**config.mk**
```make
export PLATFORM = sky130hd
export DESIGN_NAME = load_store_unit
export DESIGN_NICKNAME = d
export VERILOG_FILES = /design/src/rtl/load_store_unit.sv
export SDC_FILE = /design/constraint.sdc
export NUM_CORES = 1
export LEC_CHECK = 0
export BUFFER_PORTS_ARGS = -buffer_cell sky130_fd_sc_hd__buf_2
export CORE_MARGIN = 1.5
export CORE_UTILIZATION = 40
export CTS_CLUSTER_SIZE = 30
export DETAILED_ROUTE_END_ITERATION = 10
export PLACE_DENSITY = 0.72
export SLEW_MARGIN = 20
export SYNTH_ARGS = -nofsm -noshare
export SYNTH_HDL_FRONTEND = slang
export SYNTH_SLANG_ARGS = --single-unit
```
**constraint.sdc**
```tcl
create_clock -name clk -period 7.7 [get_ports clk]
set_clock_uncertainty 0.05 [all_clocks]
set_input_delay 2.31 -clock clk [delete_from_list [all_inputs] [get_ports clk]]
set_output_delay 2.31 -clock clk [all_outputs]
set_load 0.01 [all_outputs]
```
**src/rtl/load_store_unit.sv**
```systemverilog
`default_nettype none
// ============================================================================
// Module   : load_store_unit
// Brief    : Data-memory initiator. Issues word-aligned requests with byte
//            enables, splits misaligned accesses in two, merges load data.
// Revision : 1.0  initial release
// ============================================================================
module load_store_unit #(
    parameter int ADDR_WIDTH = 32,
    parameter int DATA_WIDTH = 32
) (
    input  logic                  clk,
    input  logic                  rst,
    input  logic                  req_valid,
    output logic                  req_ready,
    input  logic                  req_write,
    input  logic [ADDR_WIDTH-1:0] req_addr,
    input  logic [DATA_WIDTH-1:0] req_wdata,
    input  logic [1:0]            load_store_type,
    input  logic                  load_unsigned,
    output logic                  resp_valid,
    output logic [DATA_WIDTH-1:0] resp_rdata,
    output logic                  resp_err,
    output logic                  mem_req,
    output logic                  mem_we,
    output logic [ADDR_WIDTH-1:0] mem_addr,
    output logic [3:0]            mem_be,
    output logic [DATA_WIDTH-1:0] mem_wdata,
    input  logic                  mem_gnt,
    input  logic                  mem_rvalid,
    input  logic [DATA_WIDTH-1:0] mem_rdata
);

    localparam logic [1:0] c_TYPE_BYTE    = 2'd0;
    localparam logic [1:0] c_TYPE_HALF    = 2'd1;
    localparam logic [1:0] c_TYPE_WORD    = 2'd2;
    localparam logic [1:0] c_TYPE_ILLEGAL = 2'd3;

    typedef enum logic [2:0] {
        ST_IDLE  = 3'd0,
        ST_REQ0  = 3'd1,
        ST_WAIT0 = 3'd2,
        ST_REQ1  = 3'd3,
        ST_WAIT1 = 3'd4,
        ST_RESP  = 3'd5
    } state_t;

    state_t                  r_state;
    state_t                  w_state_nxt;

    logic                    r_write;
    logic                    r_unsigned;
    logic                    r_err;
    logic [1:0]              r_type;
    logic [ADDR_WIDTH-1:0]   r_addr;
    logic [DATA_WIDTH-1:0]   r_wdata;
    logic [DATA_WIDTH-1:0]   r_rdata0;
    logic [DATA_WIDTH-1:0]   r_rdata1;

    logic                    w_accept;
    logic                    w_split;
    logic [3:0]              w_mask;
    logic [7:0]              w_be_wide;
    logic [2*DATA_WIDTH-1:0] w_wdata_wide;
    logic [4:0]              w_shift;
    logic [ADDR_WIDTH-1:0]   w_addr0;
    logic [ADDR_WIDTH-1:0]   w_addr1;
    logic [DATA_WIDTH-1:0]   w_raw;
    logic [DATA_WIDTH-1:0]   w_load;

    assign w_accept = req_valid && (r_state == ST_IDLE);

    // Lane placement: shifting across a double-width vector yields both words at once.
    assign w_shift      = {r_addr[1:0], 3'b000};
    assign w_be_wide    = {4'b0000, w_mask} << r_addr[1:0];
    assign w_wdata_wide = {{DATA_WIDTH{1'b0}}, r_wdata} << w_shift;
    assign w_addr0      = {r_addr[ADDR_WIDTH-1:2], 2'b00};
    assign w_addr1      = w_addr0 + ADDR_WIDTH'(4);
    assign w_raw        = DATA_WIDTH'({r_rdata1, r_rdata0} >> w_shift);

    always_comb begin
        w_mask  = 4'b1111;
        w_split = 1'b0;
        case (r_type)
            c_TYPE_BYTE: w_mask = 4'b0001;
            c_TYPE_HALF: begin
                w_mask  = 4'b0011;
                w_split = (r_addr[1:0] == 2'd3);
            end
            c_TYPE_WORD: w_split = (r_addr[1:0] != 2'd0);
            default:     w_split = 1'b0;
        endcase
    end

    always_comb begin
        w_load = w_raw;
        case (r_type)
            c_TYPE_BYTE: w_load = r_unsigned ? {{(DATA_WIDTH-8){1'b0}}, w_raw[7:0]}
                                             : {{(DATA_WIDTH-8){w_raw[7]}}, w_raw[7:0]};
            c_TYPE_HALF: w_load = r_unsigned ? {{(DATA_WIDTH-16){1'b0}}, w_raw[15:0]}
                                             : {{(DATA_WIDTH-16){w_raw[15]}}, w_raw[15:0]};
            default:     w_load = w_raw;
        endcase
    end

    always_ff @(posedge clk or posedge rst) begin
        if (rst) begin
            r_state <= ST_IDLE;
        end else begin
            r_state <= w_state_nxt;
        end
    end

    always_comb begin
        w_state_nxt = r_state;
        case (r_state)
            ST_IDLE: begin
                if (w_accept) begin
                    w_state_nxt = (load_store_type == c_TYPE_ILLEGAL) ? ST_RESP : ST_REQ0;
                end
            end
            ST_REQ0:  if (mem_gnt)    w_state_nxt = ST_WAIT0;
            ST_WAIT0: if (mem_rvalid) w_state_nxt = w_split ? ST_REQ1 : ST_RESP;
            ST_REQ1:  if (mem_gnt)    w_state_nxt = ST_WAIT1;
            ST_WAIT1: if (mem_rvalid) w_state_nxt = ST_RESP;
            ST_RESP:  w_state_nxt = ST_IDLE;
            default:  w_state_nxt = ST_IDLE;
        endcase
    end

    always_comb begin
        req_ready  = (r_state == ST_IDLE);
        resp_valid = 1'b0;
        resp_err   = 1'b0;
        resp_rdata = '0;
        mem_req    = 1'b0;
        mem_we     = 1'b0;
        mem_addr   = '0;
        mem_be     = 4'b0000;
        mem_wdata  = '0;
        case (r_state)
            ST_REQ0: begin
                mem_req   = 1'b1;
                mem_we    = r_write;
                mem_addr  = w_addr0;
                mem_be    = w_be_wide[3:0];
                mem_wdata = w_wdata_wide[DATA_WIDTH-1:0];
            end
            ST_REQ1: begin
                mem_req   = 1'b1;
                mem_we    = r_write;
                mem_addr  = w_addr1;
                mem_be    = w_be_wide[7:4];
                mem_wdata = w_wdata_wide[2*DATA_WIDTH-1:DATA_WIDTH];
            end
            ST_RESP: begin
                resp_valid = 1'b1;
                resp_err   = r_err;
                resp_rdata = (r_write || r_err) ? '0 : w_load;
            end
            default: ;
        endcase
    end

    always_ff @(posedge clk or posedge rst) begin
        if (rst) begin
            r_write    <= 1'b0;
            r_unsigned <= 1'b0;
            r_err      <= 1'b0;
            r_type     <= 2'd0;
            r_addr     <= '0;
            r_wdata    <= '0;
            r_rdata0   <= '0;
            r_rdata1   <= '0;
        end else begin
            if (w_accept) begin
                r_write    <= req_write;
                r_unsigned <= load_unsigned;
                r_err      <= (load_store_type == c_TYPE_ILLEGAL);
                r_type     <= load_store_type;
                r_addr     <= req_addr;
                r_wdata    <= req_wdata;
                r_rdata0   <= '0;
                r_rdata1   <= '0;
            end
            if ((r_state == ST_WAIT0) && mem_rvalid) begin
                r_rdata0 <= mem_rdata;
            end
            if ((r_state == ST_WAIT1) && mem_rvalid) begin
                r_rdata1 <= mem_rdata;
            end
        end
    end

endmodule
`default_nettype wire

```
==> results of run 1 <==
-- Yosys cell counts (all sizes together) (2+ instances only) --
cell and instances:
nor3 4, ha 5, a211oi 10, a21oi 39, mux2 76, a22oi 3, or3 14, nand2 148
nand2b 5, nand4 8, o31ai 7, o22ai 8, or4 8, xor2 5, dfrtp 128, and3b 2
xnor2 5, mux2i 18, mux4 32, a31oi 3, nand3 11, nand3b 8, inv 26, a222oi 6
o32ai 3, nor2 23, and2 11, buf 31, clkbuf 35, and4 5, and3 13, a22o 7
o21ai 86, nor2b 2
-- placed cells by master (no fill, tap or decap), drive strengths merged, types with 14 or more instances in the layout --
| cell | n |
|---|---|
| nand2 | 148 |
| clkbuf | 17 |
| o21ai | 86 |
| mux2i | 18 |
| buf | 215 |
| mux4 | 32 |
| or3 | 14 |
| nor2 | 23 |
| dfrtp | 128 |
| mux2 | 76 |
| inv | 30 |
| a21oi | 39 |
-- cells by family (layout without fill, tap and decap cells) --
logic type                 count (synthesis)  count (layout)  synth area share
and+or+nand+nor                          270             270             0.169
AOI/OAI and AO/OA                        175             175             0.129
DFF                                      128             128             0.408
muxes                                    126             126             0.224
buffers and inverters                     93             274            0.0499
xor gates and xnor gates                  10              10            0.0112
adders and majority gates                  5               5           0.00797
other                                      1               4          0.000478
-- per-stage QoR --
step	cell area (sq um)	hold WS (ns)
after floorplan	7850	0.414
after global placement	9020	0.428
after detailed placement	9020	0.439
after CTS	9630	0.456
after global routing	9630	0.477
final	9630	0.452
-- routing by layer --
metal	GRT usage	routed length (microns)
met1	0.293	9580
met2	0.338	10800
met3	0.0500	1580
met4	0.0863	550
met5	0	11
-- flip-flops by register name (all words and copies together) (netlist names) --
| register | count |
|---|---|
| r_type | 2 |
| r_addr | 32 |
| r_write | 1 |
| r_err | 1 |
| r_rdata0 | 32 |
| r_rdata1 | 24 |
| r_wdata | 32 |
| r_unsigned | 1 |
| r_state | 3 |
-- worst paths after layout --
check,slack [ns],startpoint,to
min in group asynchronous,1.79,rst,r_rdata0[10]
worst min register to register,0.45,r_err,r_err
worst min-delay path,0.45,r_err,r_err
worst max register to register,4.88,r_state[2],r_write
worst max-delay path,2.26,r_addr[0],resp_rdata[18]
max in group asynchronous,4.53,rst,r_addr[0]
-- power groups by stage --
stage | clock network [W] | registers [W] | logic, W
floorplan | 0 | 0.00117 | 0.00142
global placement | 0 | 0.00136 | 0.00169
detailed placement | 0 | 0.00138 | 0.00172
CTS | 0.000847 | 0.00137 | 0.00173
global route | 0.000881 | 0.00143 | 0.00190
finish | 0.000831 | 0.00138 | 0.00173
-- critical path, cell delays in order (launching register included) --
cell and delay (ns):
sky130_fd_sc_hd__dfrtp_4 1.11, sky130_fd_sc_hd__mux4_2 0.63, sky130_fd_sc_hd__nand2_1 0.09, sky130_fd_sc_hd__a211o_1 0.45
sky130_fd_sc_hd__o21ai_0 0.19, sky130_fd_sc_hd__buf_2 0.18
-- area by class of cell --
| type | instances | area [sq um] |
|---|---|---|
| multi-input combinational | 588 | 4280 |
| fill | 1823 | 9700 |
| clock inverter | 15 | 183 |
| sequential | 128 | 3210 |
| antenna | 2 | 5.00 |
| timing repair buffer | 215 | 1100 |
| clock buffer | 17 | 425 |
| tap | 265 | 332 |
| inverter | 27 | 104 |
==> results list, run 1 <==
- In the finished design, the share of the clock period the worst path needs comes to 0.707.
- Sum Neg Setup Slack: 0 ns
- Counting the buffers created by CTS gives 17.
* DIE WIDTH: roughly 140 microns
- Via/cell ratio: 5.52
- During placement, the flow inserted port buffers numbering between 200 and 250.
* Crit. End Element: primary output
- Final Hold Fails: 0
* Number of antenna violations at the first check in global routing: 4
- For this run, the detailed router's first-pass iteration total came to 7.
- Post-synth cell types: 51
* Transition time of the tightest slew-check pin: 1.02 ns
* Fraction of the yosys area taken by sequential cells: 0.408
- Slew Limit Headroom: 0.318
- Sequential Power Share: 0.350
- Global placement routability congestion: 0.859
- Counting instances, the worst hold path has a depth of 2.
- In the final routed layout, each cell accounts on average for 17.9 microns.
- In the routed design, unresolved DRC markers number 0.
- Worst setup timing slack at the placement stage: 2.70 ns
- In this run, post-CTS repair resized a total of 0 instances.
- The clock net in this run drives a total of around 130 sinks.
* Net count, final: 1087
* Startpoint-to-endpoint class of the critical path: flip-flop to primary output
- DIE AREA: 20500 sq um
- Type of origin of the critical path: flip-flop
- The count of cells in the finished layout, fillers not included, comes to 1257.
- At the end of the flow the core is filled with cells to 0.498.
- Cell area after technology mapping: 7850 sq um
- For this run, asynchronously set or reset flops after synthesis account for 1.00.
- The initial utilization of the core area, before any placement, comes to 0.406.
- Critical path required time: 5.34 ns
- In this run the power spent charging and discharging nets is around 0.0016 W.
* Synthesis-to-layout area growth: 22.7%
* Primary flip-flop cell chosen by synthesis mapping: sky130_fd_sc_hd__dfrtp_1
- The number of global-route vias before repair was approximately 6400.
* Count of hold-fix buffers inserted at cts: 0
- Post-synthesis sequential element count: 128
* Worst Reg2Reg Path Length in Cells: 4
- Run status: finished, final reports clean
- The total area inside the core boundary comes to 19300 sq um.
* Fraction of final layout cells sized beyond drive strength 1: 0.369
- Vertical die dimension: 143 microns
* Areal power density over the cells: 410 nW/um^2
- Number of DRC markers in iteration 0: 583
- Synth area leader: sky130_fd_sc_hd__dfrtp_1
- Across the run, the number of max-cap violations was 0.
- The count of nets left with antenna violations once routing finished came out at 0.
- 210 I/O pins were placed.
* Number of flops mapped to enable cells by yosys: 0
- Synthesized area divided by synthesized cell count: just under 10 sq um
- The count of final max-slew check failures was 0.
- Hold Path Class: flip-flop to flip-flop
* Leakage power summed over all cells: about 4.4 nW
* Placed cell count: roughly 1200
- Subtracting the final worst setup slack from the clock period gives 5.44 ns.
* Via count: 6939
- Std-Cell Rows: about 50
- Ranked by total cell area, the synthesized netlist is headed by sky130_fd_sc_hd__dfrtp_1 (41%), sky130_fd_sc_hd__mux2_2 (11%), sky130_fd_sc_hd__mux4_2 (9.2%).
- TritonCTS built the clock tree.
- Power after layout: 0.00394 W
- STA puts the critical path data arrival time at 3.08 ns.
* Share of the synthesized area in the top cell type: 0.408
- Top achievable clock speed: 184 MHz
* RSZ-0062 raised after global routing: false
- Entering global routing, the biggest net connects 70 pins.
* Sum of routed wire length over all layers: approximately 22000 microns
* Switching share of power: 0.408
- Gate count after technology mapping: 808
- The clock reaches the later pin of the worst-skew pair after 0.41 ns.
- VDD sags by at most between 0.15 and 0.2 mV.
* Global-route wire length before repair: approximately 34000 microns
- Minimum setup slack in the final design: 2.26 ns
- Combinational group share of total power: 0.439
* CTS root buf: sky130_fd_sc_hd__clkbuf_16
* P_int: 0.00234 W
* Clock transition at the register clock pins on the worst setup and hold paths after CTS: 0.06 ns
- Warning count from the yosys run: 0
- Setup violations remaining at the end of the flow were counted as 0.
* Clock share of power: 0.211
- Critical Path Fanout Max: 65
- Clock buffer depth: 2
- After global routing the overflow that remains totals 0.
- Htree depth: 4
- HPWL reported at the end of detailed placement: 15700 microns
- After clock tree synthesis, the setup repair step added 0 buffers.
- Combined global-route utilization of all metal layers: 0.217
(Power assumes the default switching activity.)
==> run 2, diff against run 1 <==
Settings changed: PLACE_DENSITY 0.72 to 0.75.
Clock period 7.7 ns to 4.8 ns, I/O delays scaled along.
==> run 2 against run 1 <==
  * Register-to-register slack worse by 2.7 ns
  * Count of clock-buffer cells in the layout rose by 4
  * Sequential power increased by 58%
  * Final area rose by 0.70%
  * First-iteration DRC count grew 12%
  * Power up 62%
  * Critical endpoint is now resp_rdata[29]
  * Largest cell class unchanged
==> results list, run 2 (same netlist as run 1, synthesis figures left out) <==
- Run status: finished, final reports clean (unchanged).
* Critical path arrival: 2.96 ns (was 3.08 ns)
* Startpoint-to-endpoint class of the critical path: flip-flop to primary output (unchanged)
* Post-DR wirelength/cell: 17.9 microns (about the same)
* Crit. End Element: primary output (unchanged)
* Clock transition at the register clock pins on the worst setup and hold paths after CTS: 0.06 ns (about the same)
- Htree depth: 4 (unchanged)
- The routability-driven placement congestion ratio is 0.976 (was 0.859).
* Number of antenna violations at the first check in global routing: 4 (unchanged)
* Max-slew violation total from the final report: 0 (unchanged)
- DIE WIDTH: 143 microns (unchanged)
- Number of setup buffers added after CTS: 0 (unchanged)
- Starting density of the core: 0.406 (unchanged)
- Top achievable clock speed: 225 MHz
- Number of fill cells in the layout: 1778 (was 1823)
* P_int: 0.00380 W (was 0.00234 W)
- Combinational group share of total power: 0.447 (was 0.439)
* I/O pins: 210 (unchanged)
- The source of the critical timing path was r_state[2] (was r_addr[0]).
* Number of buffer cells added on primary ports: 207 (unchanged)
* Top library cells by usage in the layout, fill and taps aside: sky130_fd_sc_hd__buf_2 (207), sky130_fd_sc_hd__nand2_1 (147), sky130_fd_sc_hd__dfrtp_1 (126) (unchanged)
- Insertion delay to the later sink of the worst-skew pair: 0.41 ns (about the same)
* Minimum clock period: approximately 4.5 ns
- The worst supply voltage drop on vdd was 0.253 mV (was 0.182 mV).
- Multi-input gate area: 4280 sq um (unchanged)
- Antenna Violating Nets Remaining: 0 (unchanged)
- Sequential Power Share: 0.341 (was 0.350)
- The number of vias in the routed layout came to 7056 (was 6939).
- Placed cell area: 9070 sq um (was 9020 sq um)
- The overall routed net length was 22600 microns (was 22500 microns).
* Finished layout cell area: 9700 sq um (was 9630 sq um)
- The maximum buffer depth of the clock tree is 2 (unchanged).
* Registers with the highest flip-flop counts: r_addr x32, r_rdata0 x32, r_wdata x32 (unchanged)
* Number of buffers added by the clock tree synthesis step: 17 (unchanged)
* Synthesis-to-layout area growth: 23.6% (was 22.7%)
- The die footprint is 20500 sq um (unchanged).
- The register cell area after layout was 3210 sq um (unchanged).
- The total count of hold-check failures in the final report is 0 (unchanged).
* Initial DRT Pass Iterations: 6 (was 7)
* Areal power density over the cells: 659 nW/um^2 (was 410 nW/um^2)
- Setup Viol. Count Final: 0 (unchanged)
- In the finished design, the share of the clock period the worst path needs comes to 0.928.
* Maximum number of pins on one net before global-route repair: 129 (was 70)
- HPWL reported at the end of detailed placement: 15900 microns (was 15700 microns)
- Start point of the worst min-delay path: r_err (unchanged)
* Combined global-route utilization of all metal layers: 0.222 (was 0.217)
- The worst relative slew slack came to 0.494 (was 0.318).
* Number of violations of the max-capacitance limit: 0 (unchanged)
* Sum Neg Setup Slack: 0 ns (unchanged)
- Clock share of power: 0.212 (was 0.211)
* Gr ovfl total: 0 (unchanged)
* Leakage power summed over all cells: 4.41 nW (was 4.39 nW)
* Hold Path Class: flip-flop to flip-flop (unchanged)
- The number of placement rows is 51 (unchanged).
- The layout cell share with drive strength beyond 1 was 0.370 (was 0.369).
* Vertical die dimension: 143 microns (unchanged)
* Critical Path Fanout Max: 16 (was 65)
- Net switching power: 0.00260 W (was 0.00161 W)
- Number of DRC markers in iteration 0: 652 (was 583)
* Number of gates resized after cts: 0 (unchanged)
* CTS root buf: sky130_fd_sc_hd__clkbuf_16 (unchanged)
* Placeable Area: 19300 sq um (unchanged)
- The kind of start point of the critical path is a flip-flop (unchanged).
- Switching share of power: 0.407 (was 0.408)
- Beginning of the worst register-to-register path: r_state[1] (was r_state[2])
- The net count reported at finish came to 1092 (was 1087).
* Global-route wire length before repair: 35000 microns (was 34100 microns)
- The DRC violation count after routing came to 0 (unchanged).
* Power after layout: 0.00640 W (was 0.00394 W)
- The post-cts hold buffer count was 0 (unchanged).
- The post-detailed-route via-to-cell ratio is 5.57 (was 5.52).
* Critical path required time: 3.31 ns (was 5.34 ns)
- The leading cell type in the layout, fill and taps excluded is sky130_fd_sc_hd__buf_2 (unchanged).
- Num Clock Sinks: 128 (unchanged)
* CTS tree: built (unchanged)
* RSZ-0062 raised after global routing: false (unchanged)
- The number of global-route vias before repair was 6643 (was 6422).
- Transition time of the tightest slew-check pin: 0.756 ns (was 1.02 ns)
[run 2: layer usage]
layer,up-vias,wire length [microns],GRT usage
met1,3427,9500,0.299
met4,4,742,0.109
li1,3260,-,-
met5,-,32,0
met3,59,1820,0.0516
met2,306,10600,0.336
[run 2: stage by stage]
stage	utilization	hold WS, ns	cells	worst slack (ns)
after floorplan	-	0.414	809	1.35
after global placement	0.469	0.441	1228	0.869
after detailed placement	0.469	0.454	1228	0.829
after CTS	0.501	0.465	1260	0.374
after global routing	0.501	0.510	1261	0.165
final	0.502	0.469	1266	0.348
[run 2: power by group through the flow]
| stage | Clock (W) | Sequential, W | Combinational [W] |
|---|---|---|---|
| floorplan | 0 | 0.00187 | 0.00228 |
| global placement | 0 | 0.00214 | 0.00279 |
| detailed placement | 0 | 0.00217 | 0.00285 |
| CTS | 0.00137 | 0.00216 | 0.00287 |
| global route | 0.00142 | 0.00226 | 0.00314 |
| finish | 0.00135 | 0.00218 | 0.00286 |
[run 2: final cells by class]
type                       instances  area share
timing repair buffer             220       0.118
inverter                          27      0.0108
clock buffer                      21      0.0475
clock inverter                    11      0.0159
multi-input combinational        588       0.441
tap                              265      0.0342
antenna                            6     0.00155
sequential                       128       0.331
[run 2: worst max-delay path, cell delays in order, from the launching register on]
cell and delay [ns]:
sky130_fd_sc_hd__dfrtp_1 0.64, sky130_fd_sc_hd__and3b_1 0.56, sky130_fd_sc_hd__nand2_1 0.33, sky130_fd_sc_hd__a211o_1 0.58, sky130_fd_sc_hd__o21ai_0 0.23, sky130_fd_sc_hd__buf_2 0.20
[run 2: path summary, 6_finish.rpt]
check / endpoint / slack (ns) / cells past startpoint
setup reg to reg: r_rdata1[18] / 2.18 / 6
max in group asynchronous: r_addr[0] / 2.97 / 3
min in group asynchronous: r_rdata0[10] / 1.16 / 3
setup / recovery: resp_rdata[29] / 0.35 / 5
hold reg to reg: r_err / 0.47 / 2
hold / removal: r_err / 0.47 / 2
==> run 3, diff against run 2 <==
Settings changed: ABC_AREA set to 1, CELL_PAD_IN_SITES_DETAIL_PLACEMENT set to 0, CELL_PAD_IN_SITES_GLOBAL_PLACEMENT set to 1, CORE_UTILIZATION 40 to 34, PLACE_DENSITY 0.75 to 0.86.
==> run 3 against run 2 <==
  * Register-to-register slack better by 0.44 ns
  * Cell count is 34% higher
  * Critical path type unchanged
  * First-iteration DRC count is 16% higher
==> results list, run 3 <==
- The endpoint type of the worst setup path was a primary output (unchanged).
- The worst supply voltage drop on vdd came to 0.247 mV (was 0.253 mV).
- Registers with the highest flip-flop counts: r_addr x32, r_rdata0 x32, r_wdata x32 (unchanged)
- Hold Path Class: flip-flop to flip-flop (unchanged)
- Critical Path Fanout Max: 46 (was 16)
- The synthesized flop and latch total is 128 (unchanged).
- Sequence of cells on the critical path: inv_2, buf_4, nand3_1, nand3_2, nand3_1, nand2_1, inv_1, buf_2 (was and3b_1, nand2_1, a211o_1, o21ai_0, buf_2).
- Start point of the worst min-delay path: r_rdata0[0] (was r_err)
- The achievable frequency is 240 MHz (was 225 MHz).
* Top cells by instance count after synthesis: sky130_fd_sc_hd__nand2_1 (309), sky130_fd_sc_hd__inv_1 (137), sky130_fd_sc_hd__dfrtp_1 (128) (was sky130_fd_sc_hd__nand2_1 (148), sky130_fd_sc_hd__dfrtp_1 (128), sky130_fd_sc_hd__o21ai_0 (86))
* Global-route wire length before repair: 44300 microns (was 35000 microns)
- The reported leakage power is 5.34 nW (was 4.41 nW).
- The slew at the pin closest to its max-slew limit is 0.757 ns (was 0.756 ns).
* CTS root buf: sky130_fd_sc_hd__clkbuf_16 (unchanged)
- The chip height is 159 microns (was 143 microns).
* Placed cell area: 9490 sq um (was 9070 sq um)
- Areal power density over the cells: 677 nW/um^2 (was 659 nW/um^2)
* Type of origin of the critical path: flip-flop (unchanged)
- Clock buffer depth: 2 (unchanged)
* Largest delay share family, worst path: buffers and inverters (was simple AND/OR/NAND/NOR gates)
- The total count of hold-check failures in the final report came to 0 (unchanged).
- The most frequently used flop master after synthesis is sky130_fd_sc_hd__dfrtp_1 (unchanged).
- In this design, the critical path's most frequently occurring cell is sky130_fd_sc_hd__nand3_1.
- The effective utilization at floorplan was 0.349 (was 0.406).
* Initial DRT Pass Iterations: 5 (was 6)
- The overall routed net length was 27700 microns (was 22600 microns).
* Slew Limit Headroom: 0.494 (about the same)
* Busiest metal layer after global routing: met2 (unchanged)
- The horizontal die dimension came to 159 microns (was 143 microns).
- The worst-path cell with the longest stage delay is sky130_fd_sc_hd__buf_4 (was sky130_fd_sc_hd__dfrtp_1).
- The maximum number of pins on one net before global-route repair is 129 (unchanged).
* RSZ-0062 raised after global routing: false (unchanged)
- The number of vias in the routed layout came to 8723 (was 7056).
* Htree depth: 4 (unchanged)
- The count of pins on the block boundary was 210 (unchanged).
* Std-Cell Rows: 56 (was 51)
- Critical path arrival: 2.68 ns (was 2.96 ns)
- The clock transition time at the flip-flop clock pins of the worst setup and hold paths came to 0.07 ns (was 0.06 ns).
* Post-detailed-route DRC marker count: 0 (unchanged)
- HPWL reported at the end of detailed placement: 19900 microns (was 15900 microns)
- Cell area after technology mapping: 8240 sq um (was 7850 sq um)
* Warning count from the yosys run: 0 (unchanged)
* Combined global-route utilization of all metal layers: 0.221 (was 0.222)
- The total overflow reported by the global router came to 0 (unchanged).
- The worst stage delay on the critical path is 0.47 ns (was 0.64 ns).
- Count of hold-fix buffers inserted at cts: 0 (unchanged)
- Synth area leader: sky130_fd_sc_hd__dfrtp_1 (unchanged)
- Num Clock Sinks: 128 (unchanged)
- Minimum clock period: 4.17 ns (was 4.45 ns)
- The number of antenna violations at the first check in global routing is 0 (was 4).
* Critical path required time: 3.31 ns (about the same)
- Finished layout cell area: 10100 sq um (was 9700 sq um)
* Post-DR wirelength/cell: 16.3 microns (was 17.9 microns)
* Synth area leaders: sky130_fd_sc_hd__dfrtp_1 (39%), sky130_fd_sc_hd__nand2_1 (14%), sky130_fd_sc_hd__nand3_1 (7.3%) (was sky130_fd_sc_hd__dfrtp_1 (41%), sky130_fd_sc_hd__mux2_2 (11%), sky130_fd_sc_hd__mux4_2 (9.2%))
* Routing usage on met3: 0.0517 (was 0.0516)
* Top library cells by usage in the layout, fill and taps aside: sky130_fd_sc_hd__nand2_1 (308), sky130_fd_sc_hd__buf_2 (207), sky130_fd_sc_hd__inv_1 (136) (was sky130_fd_sc_hd__buf_2 (207), sky130_fd_sc_hd__nand2_1 (147), sky130_fd_sc_hd__dfrtp_1 (126))
- The area share of the largest cell type after synthesis was 0.389 (was 0.408).
- The number of global-route vias before repair was 8279 (was 6643).
- The number of gates resized after CTS is 0 (unchanged).
* Met1 layer usage reported by global route: 0.304 (was 0.299)
- Run status: finished, final reports clean (unchanged)
- Async set-reset flop share out of synthesis: 1.00 (unchanged)
- The area of the core region came to 23600 sq um (was 19300 sq um).
- Fraction of final layout cells sized beyond drive strength 1: 0.226 (was 0.370)
- Synthesized area divided by synthesized cell count: 6.91 sq um (was 9.71 sq um)
* Number of buffer cells added on primary ports: 207 (unchanged)
- The CTS tree was built (unchanged).
- Via/cell ratio: 5.13 (was 5.57)
* Antenna Violating Nets Remaining: 0 (unchanged)
- Number of buffers and inverters on the critical path: 4 (was 1)
- Routing usage on met2: 0.347 (was 0.336)
- Most common cell after layout, fill and taps aside: sky130_fd_sc_hd__nand2_1 (was sky130_fd_sc_hd__buf_2)
- Net count, final: 1477 (was 1092)
- The final sum of negative setup slack is 0 ns (unchanged).
- The distinct cell type count of the synthesized netlist came to 40 (was 51).
* Global placement routability congestion: 0.894 (was 0.976)
* Most repeated cell in the gate-level netlist after synthesis: sky130_fd_sc_hd__nand2_1 (unchanged)
- The number of setup violations in the final report is 0 (unchanged).
* Synthesis-to-layout area growth: 22.6% (was 23.6%)
* Max-slew violation total from the final report: 0 (unchanged)
* CP startpoint: r_addr[1] (was r_state[2])
* Startpoint-to-endpoint class of the critical path: flip-flop to primary output (unchanged)
- Number of setup buffers added after CTS: 0 (unchanged)
- DIE AREA: 25200 sq um (was 20500 sq um)
- Beginning of the worst register-to-register path: r_state[2] (was r_state[1])
* Insertion delay to the later sink of the worst-skew pair: 0.42 ns (was 0.41 ns)
- Number of flops mapped to enable cells by yosys: 0 (unchanged)
- The register area share after synthesis came to 0.389 (was 0.408).
- Diode insertion count for antenna repair: 0 (was 6)
- The first-iteration detailed-routing DRC count came to 758 (was 652).
* Number of violations of the max-capacitance limit: 0 (unchanged)
- The final cycle utilization of the critical path is 0.868 (was 0.928).
- The number of buffers created by CTS came to 17 (unchanged).
- The synthesized instance count was 1193 (was 808).
run 3: changes by cell type in the layout (fill, tap and decap cells not counted), sizes merged, moves of 36 or more:
cell   delta
nor2     +92
inv     +122
mux2     -42
a21oi    +36
nand3   +112
nand2   +163
run 3: cell type report:
class | instances | area (sq um)
clock buffers | 17 | 425
clock inverters | 15 | 188
repair buffers | 222 | 1170
fillers | 2549 | 13500
inverters | 143 | 541
well taps | 319 | 399
flip-flops and latches | 128 | 3200
multi-input cells | 855 | 4180
run 3: through the flow:
stage | instances | total power [W] | worst slack (ns) | utilization | hold slack, ns
2_1_floorplan | 1194 | 0.00437 | 1.73 | - | 0.418
3_3_place_gp | 1667 | 0.00541 | 1.09 | 0.402 | 0.446
3_5_place_dp | 1667 | 0.00545 | 1.07 | 0.402 | 0.452
6_report | 1699 | 0.00684 | 0.634 | 0.428 | 0.472
4_1_cts | 1699 | 0.00684 | 0.605 | 0.428 | 0.470
5_1_grt | 1699 | 0.00740 | 0.413 | 0.428 | 0.505
run 3: metal layers:
layer	wire length (microns)	up-vias
met4	436	0
li1	-	4224
met5	0	-
met3	1900	40
met2	12700	325
met1	12700	4134
run 3: power by group:
part	total (W)	internal, W	switching [W]
Clock	0.00135	0.000753	0.000601
Sequential	0.00208	0.00160	0.000478
Combinational	0.00341	0.00121	0.00220
run 3: worst paths after layout:
kind | to | slack [ns] | depth (start not counted)
max | resp_rdata[17] | 0.63 | 8
min | r_rdata0[0] | 0.47 | 2
max reg2reg | r_state[1] | 2.62 | 8
min reg2reg | r_rdata0[0] | 0.47 | 2
max in group asynchronous | r_addr[0] | 2.96 | 3
min in group asynchronous | r_wdata[19] | 1.16 | 3
run 3: worst reg2reg max path, stage by stage, from the launching register on:
cell and delay [ns]:
sky130_fd_sc_hd__dfrtp_1 0.44, sky130_fd_sc_hd__inv_2 0.09, sky130_fd_sc_hd__nand2_1 0.23, sky130_fd_sc_hd__nor2_2 0.07, sky130_fd_sc_hd__buf_4 0.22, sky130_fd_sc_hd__inv_1 0.58
sky130_fd_sc_hd__o21ai_0 0.20, sky130_fd_sc_hd__nand2_1 0.10, sky130_fd_sc_hd__o21ai_0 0.08
run 3: kinds of logic after synthesis:
| group | share of synthesized area |
|---|---|
| and+or+nand+nor | 0.286 |
| AOI/OAI and AO/OA | 0.163 |
| buffers and inverters | 0.107 |
| DFF | 0.389 |
| muxes | 0.0464 |
| adders and majority gates | 0.00759 |
| other | 0.000455 |
| xor gates and xnor gates | 0.00106 |
